===== config.mk =====
export PLATFORM = sky130hd
export DESIGN_NAME = imem_loader
export DESIGN_NICKNAME = d
export VERILOG_FILES = /design/src/rtl/imem_loader.sv
export SDC_FILE = /design/constraint.sdc
export NUM_CORES = 1
export LEC_CHECK = 0
export CELL_PAD_IN_SITES_DETAIL_PLACEMENT = 2
export CELL_PAD_IN_SITES_GLOBAL_PLACEMENT = 2
export CORE_MARGIN = 10
export CORE_UTILIZATION = 40
export CTS_CLUSTER_DIAMETER = 40
export DETAILED_ROUTE_END_ITERATION = 7
export PLACE_DENSITY = 0.89
export SETUP_SLACK_MARGIN = 0.4
export SLEW_MARGIN = 0
export SYNTH_ARGS = -nofsm -noshare
export SYNTH_HDL_FRONTEND = slang
export SYNTH_SLANG_ARGS = --single-unit

===== constraint.sdc =====
create_clock -name clk -period 4.8 [get_ports clk]
set_input_delay 1.44 -clock clk [delete_from_list [all_inputs] [get_ports clk]]
set_output_delay 1.44 -clock clk [all_outputs]
set_load 0.1 [all_outputs]

===== src/rtl/imem_loader.sv =====
// Boot-time loader: unpacks a framed byte stream into little-endian 32-bit words,
// writes them into instruction memory and releases core reset once the checksum matches.
module imem_loader #(
  parameter int ADDR_W = 8
) (
  input  logic              clk,
  input  logic              reset_n,
  input  logic [7:0]        rx_data,
  input  logic              rx_valid,
  output logic              rx_ready,
  output logic              imem_we,
  output logic [ADDR_W-1:0] imem_waddr,
  output logic [31:0]       imem_wdata,
  output logic              core_reset_n,
  output logic              load_done,
  output logic              load_err,
  output logic [ADDR_W:0]   word_count,
  output logic [2:0]        state_dbg
);

  // Handshake: a byte moves on a rising edge where rx_valid && rx_ready;
  // rx_ready depends on the FSM state only, never on rx_valid.

  typedef enum logic [2:0] {
    SYNC   = 3'd0,
    LEN_LO = 3'd1,
    LEN_HI = 3'd2,
    DATA   = 3'd3,
    CSUM   = 3'd4,
    DONE   = 3'd5,
    ERR    = 3'd6
  } state_t;

  localparam logic [16:0]     CAPACITY = 17'd1 << ADDR_W;
  localparam logic [ADDR_W:0] WC_ONE   = {{ADDR_W{1'b0}}, 1'b1};

  state_t      state;
  state_t      state_next;
  logic [15:0] len;
  logic [1:0]  byte_idx;
  logic [23:0] word_buf;
  logic [7:0]  csum;
  logic        xfer;
  logic [15:0] len_full;
  logic [16:0] wc_ext;
  logic        last_word;

  assign state_dbg = state;
  assign xfer      = rx_valid && rx_ready;
  assign len_full  = {rx_data, len[7:0]};
  assign wc_ext    = {{(16 - ADDR_W){1'b0}}, word_count};
  // True when the word currently being completed is word N of the frame
  assign last_word = (wc_ext + 17'd1) == {1'b0, len};

  always_ff @(posedge clk or negedge reset_n) begin
    if (!reset_n) state <= SYNC;
    else          state <= state_next;
  end

  always_comb begin
    state_next = state;
    rx_ready   = (state != DONE) && (state != ERR);
    case (state)
      SYNC:   if (xfer && rx_data == 8'hA5) state_next = LEN_LO;
      LEN_LO: if (xfer) state_next = LEN_HI;
      LEN_HI: begin
        if (xfer) begin
          if ({1'b0, len_full} > CAPACITY) state_next = ERR;
          else if (len_full == 16'd0)      state_next = CSUM;
          else                             state_next = DATA;
        end
      end
      DATA:   if (xfer && byte_idx == 2'd3 && last_word) state_next = CSUM;
      CSUM:   if (xfer) state_next = (rx_data == csum) ? DONE : ERR;
      default: state_next = state;
    endcase
  end

  always_ff @(posedge clk or negedge reset_n) begin
    if (!reset_n) begin
      len          <= 16'd0;
      byte_idx     <= 2'd0;
      word_buf     <= 24'd0;
      csum         <= 8'd0;
      imem_we      <= 1'b0;
      imem_waddr   <= '0;
      imem_wdata   <= 32'd0;
      word_count   <= '0;
      core_reset_n <= 1'b0;
      load_done    <= 1'b0;
      load_err     <= 1'b0;
    end else begin
      imem_we <= 1'b0;
      if (xfer) begin
        case (state)
          LEN_LO: len[7:0] <= rx_data;
          LEN_HI: begin
            len[15:8] <= rx_data;
            byte_idx  <= 2'd0;
          end
          DATA: begin
            csum     <= csum ^ rx_data;
            byte_idx <= byte_idx + 2'd1;
            case (byte_idx)
              2'd0: word_buf[7:0]   <= rx_data;
              2'd1: word_buf[15:8]  <= rx_data;
              2'd2: word_buf[23:16] <= rx_data;
              default: begin
                imem_we    <= 1'b1;
                imem_waddr <= word_count[ADDR_W-1:0];
                imem_wdata <= {rx_data, word_buf};
                word_count <= word_count + WC_ONE;
              end
            endcase
          end
          default: ;
        endcase
      end
      if (state_next == DONE) begin
        core_reset_n <= 1'b1;
        load_done    <= 1'b1;
      end
      if (state_next == ERR) load_err <= 1'b1;
    end
  end

endmodule


Yosys cells after proc, flatten, opt, wreduce, memory -nomap -nowiden
Cells that the tools add are included.
Widths: inputs -> output; s select.
{"block": "op_classes", "addsub": 3, "mul": 0, "n_div": 0, "magnitude_cmp": 1, "n_eq_ne": 14, "n_shift": 0, "n_mux": 13, "bitwise": 2, "reduce_logical": 18}
{"operator": "$mux 3", "n": 7}
{"operator": "$eq 10x16->1", "n": 1}
{"operator": "$gt 16x9->1 const B", "n": 1}
{"operator": "$logic_not 16->1", "n": 1}
{"operator": "$pmux 3 s5", "n": 1}
{"operator": "$reduce_and 3->1", "n": 4}
{"operator": "$add 9x1->10 const B", "n": 1}
{"operator": "$add 9x1->9 const B", "n": 1}
{"operator": "$eq 3x3->1 const B", "n": 3}
{"operator": "$eq 8x8->1", "n": 1}
{"operator": "$eq 8x8->1 const B", "n": 1}
{"operator": "$reduce_and 2->1", "n": 4}
{"operator": "$xor 8x8->8", "n": 1}
{"operator": "$eq 3x2->1 const B", "n": 2}
{"operator": "$ne 3x3->1 const B", "n": 2}
{"operator": "$logic_and 1x1->1", "n": 5}
{"operator": "$eq 2x2->1 const B", "n": 2}
{"operator": "$pmux 2 s2", "n": 1}
{"operator": "$eq 3x1->1 const B", "n": 1}
{"operator": "$logic_not 3->1", "n": 1}
{"operator": "$mux 1", "n": 3}
{"operator": "$reduce_or 3->1", "n": 1}
{"operator": "$add 2x1->2 const B", "n": 1}
{"operator": "$eq 2x1->1 const B", "n": 1}
{"operator": "4 further kinds", "n": 4}
{"block": "totals", "ff_bits": 105, "latch_bits": 0, "ram_bits": 0, "mem_bits_ro": 0, "inputBits": 11, "out_inout_bits": 57, "word_cells": 65, "mem_count": 0}

Logic depth before layout (Yosys ltp)
{"block": "depth", "word_depth": 8, "depth_mapped": 9, "mapped_depth_nobuf": 9}

Worst setup path before layout
No wires, ideal clock.
{"block": "synth_timing", "path_type": "register to output", "start": "register state[1], in the netlist state_dbg[1]", "end": "output rx_ready", "t_arrival_ns": 2.021, "t_required_ns": 3.360, "slack_ns": 1.339, "path_stages_with_launch": 4, "path_buffers": 1, "path_cell_list": "dfrtp_1 > clkbuf_1 > xor2_1 > nand2_1"}
{"block": "synth_between", "elab_chain_len": 2, "elab_cells_between_ends": 3, "classes_between": "eq/ne: 2; reduce/logical: 1"}
{"element": "from (decl)", "line_no": "37", "rtl": "state_t state;"}
{"element": "from (signal assigned)", "line_no": "57", "rtl": "else state <= state_next;"}
{"element": "$ne 3x3->1", "line_no": "62", "rtl": "rx_ready = (state != DONE) && (state != ERR);"}
{"element": "$logic_and 1x1->1 (*)", "line_no": "62"}
{"element": "to (decl)", "line_no": "10", "rtl": "output logic rx_ready,"}
Mark *: on every way between the ends. The rest lies on a longest branch, timed or not.

Worst setup path in the final report
{"block": "layout_timing", "start": "register state[0], in the netlist state_dbg[0]", "end": "output state_dbg[0]"}
{"element": "to (decl)", "line_no": "18", "rtl": "output logic [2:0] state_dbg"}
No word-level cell between the ends.

==> summary.txt <==
TritonCTS Sinks = 105
Main synth FF type = dfrtp_1
pin count of the biggest net entering global routing = 45
core area = 0.0114 mm2
Mapped Nets = 369
CTS tree = done
Residual DRC = 0
cell taking the most area after synthesis = dfrtp_1
number of I/O port buffers = 67
fin crit share = 75.5%
post-synth top area share = 56.9%
# IOs = 68
Worst Setup End Kind = output pin
average wire per standard cell = 26.2 um
commonest non-fill, non-tap cells in the layout = 105 x dfrtp_1, 81 x mux2_2, 65 x clkdlybuf4s50_1, 22 x nand2_1, 20 x xnor2_1
detailed placement HPWL = 9730 um
final max-slew violation count = 0
final worst path period need = 3.62 ns
Synth area leaders = dfrtp_1 57%, mux2_2 20%, xnor2_1 3.8%, xor2_1 3.4%, nand2_1 1.8%
Initial Util = 40.6%
CP top delay family = buffers and inverters
CP Max Fanout = 12
maximum VDD drop = 0.535 mV
Syn Inst Count = 353
Chip Height = 127 um
Pre-Repair DR Iteration Count = 4
area grow syn2layout = 24.4%
Worst Path Buf+Inv = 1
antenna cells = 0
most common cell after layout, fill and taps aside = dfrtp_1
antenna violations before repair = 0
critical path class = flip-flop to output pin
Max clock buf depth = 2
root buf cell = clkbuf_16
vias in the first global route = 3652
sequential element share of the synthesized area = 56.9%
total grt overflow = 0
final hold vios = 0
final total power = 4.57 mW
Syn Area/Cell = 13.1 um2
Worst slew margin = 30.3%
Yosys reg bits = 105
WP data required = 3.36 ns
GR Layer Usage met3 = 4.43%
routability congestion estimate = 0.814
Tightest Pin Transition = 1.04 ns
Lkg Pwr = 2.51 nW
via count = 3104
warning count from the yosys run = 0
status = completed
Max stage delay on crit path = 1.23 ns
total setup buffers inserted after CTS = 0
Pwr Density = 795 mW/mm2
FMAX = 276 MHz
Die X = 127 um
gr usage total = 18.9%
row cnt = 39
setup violators final = 0
final WL = 14800 um
first-pass GRT wire length = 23400 um
grt met1 use = 22.0%
Fin Setup TNS = 0 ns
Starting DRT DRC Count = 134
cells along the critical path = clkdlybuf4s50_1
skew final = 0.00878 ns
nets@finish = 433
vias per cell = 5.49
die area = 0.0162 mm2
worst min path class = flip-flop to flip-flop
Startpoint Class = flip-flop
global route hottest layer = met2
Crit-path slowest cell = clkdlybuf4s50_1
clock-pin slew on the worst setup and hold paths = 0.07 ns
Worst Path Arrival = 2.18 ns
Post-synth EDFFs = 0
total CTS buffers = 9
RSZ-0062 raised after global routing = false
layout cell share with drive strength beyond 1 = 27.0%
Post-CTS Hold Fix Bufs = 0
Yosys cell types = 43
worst skew pair latency = 0.35 ns
Async SR Flop Fraction = 100%
met2 Use GR = 33.3%
Mapped Area = 0.00462 mm2
Post-CTS Resized = 0
number of max-cap violations = 0
CTS H-Tree Depth = 3
Final ANT Viol Nets = 0
==> metrics by stage <==
step                hold slack, ns  area [um2]  cells  worst slack (ns)  utilization, %
detailed placement           0.484        5410    549             0.869            47.6
floorplan                    0.463        4620    353              1.34               -
global route                 0.521        5740    565              1.04            50.5
global placement             0.460        5410    549             0.952            47.6
finish                       0.483        5740    565              1.18            50.5
CTS                          0.502        5740    565              1.16            50.5
==> kinds of logic (layout without fill, tap and decap cells) <==
kind of cell / count (synthesis) / in the layout / synth area share (%)
buffers and inverters: 30 / 99 / 2.95
AO/OA/AOI/OAI: 25 / 25 / 4.01
adder cells (fa/ha/maj): 5 / 5 / 1.35
flip-flops: 105 / 105 / 56.9
XOR/XNOR: 38 / 38 / 7.21
multiplexers: 82 / 82 / 20.0
AND/OR/NAND/NOR: 68 / 68 / 7.61
==> registers in the layout (all words and copies together) (netlist names) <==
| register | cells |
|---|---|
| word_buf | 24 |
| len | 16 |
| state_dbg | 3 |
| byte_idx | 2 |
| load_done | 1 |
| csum | 8 |
| imem_waddr | 8 |
| load_err | 1 |
| word_count | 9 |
| imem_wdata | 32 |
| imem_we | 1 |
==> synth_stat cells, drive strengths merged (2+ instances only) <==
| master | number |
|---|---|
| ha | 5 |
| nor3 | 3 |
| xor2 | 18 |
| nand4 | 6 |
| o211ai | 2 |
| xnor2 | 20 |
| buf | 11 |
| inv | 9 |
| mux2 | 81 |
| nand2 | 22 |
| nand2b | 2 |
| a31o | 2 |
| nor4 | 7 |
| nand3 | 6 |
| o21ai | 6 |
| a21oi | 4 |
| dfrtp | 105 |
| clkbuf | 10 |
| nor2 | 16 |
==> layout make-up <==
cell class / instances / area, um2
multi-input cells: 218 / 1850
inverters: 9 / 33.8
clock buffers: 10 / 239
flip-flops and latches: 105 / 2630
well taps: 143 / 179
repair buffers: 74 / 718
fillers: 1078 / 5630
clock inverters: 6 / 91.3
==> metal layers <==
| layer | up-vias | part of all wire [%] | wire length [um] |
|---|---|---|---|
| met5 | - | 0 | 0 |
| met4 | 0 | 2.2 | 320 |
| met3 | 22 | 4.6 | 680 |
| met2 | 74 | 53 | 7810 |
| met1 | 1654 | 40 | 5990 |
| li1 | 1354 | - | - |
==> final timing paths <==
kind                       cells past startpoint  slack, ns       endpoint          start
max                                            1       1.18   state_dbg[0]   state_dbg[0]
min                                            2       0.48       load_err       load_err
max reg2reg                                    8       2.34       load_err  word_count[0]
min reg2reg                                    2       0.48       load_err       load_err
max in group asynchronous                      2       2.80        csum[2]        reset_n
min in group asynchronous                      1       1.04  imem_waddr[3]        reset_n
==> power breakdown <==
group | switching (mW) | internal, mW
Sequential | 0.338 | 1.24
Combinational | 1.53 | 0.637
Clock | 0.353 | 0.474
Total | 2.22 | 2.35
Power figures use the tool's default switching activity.
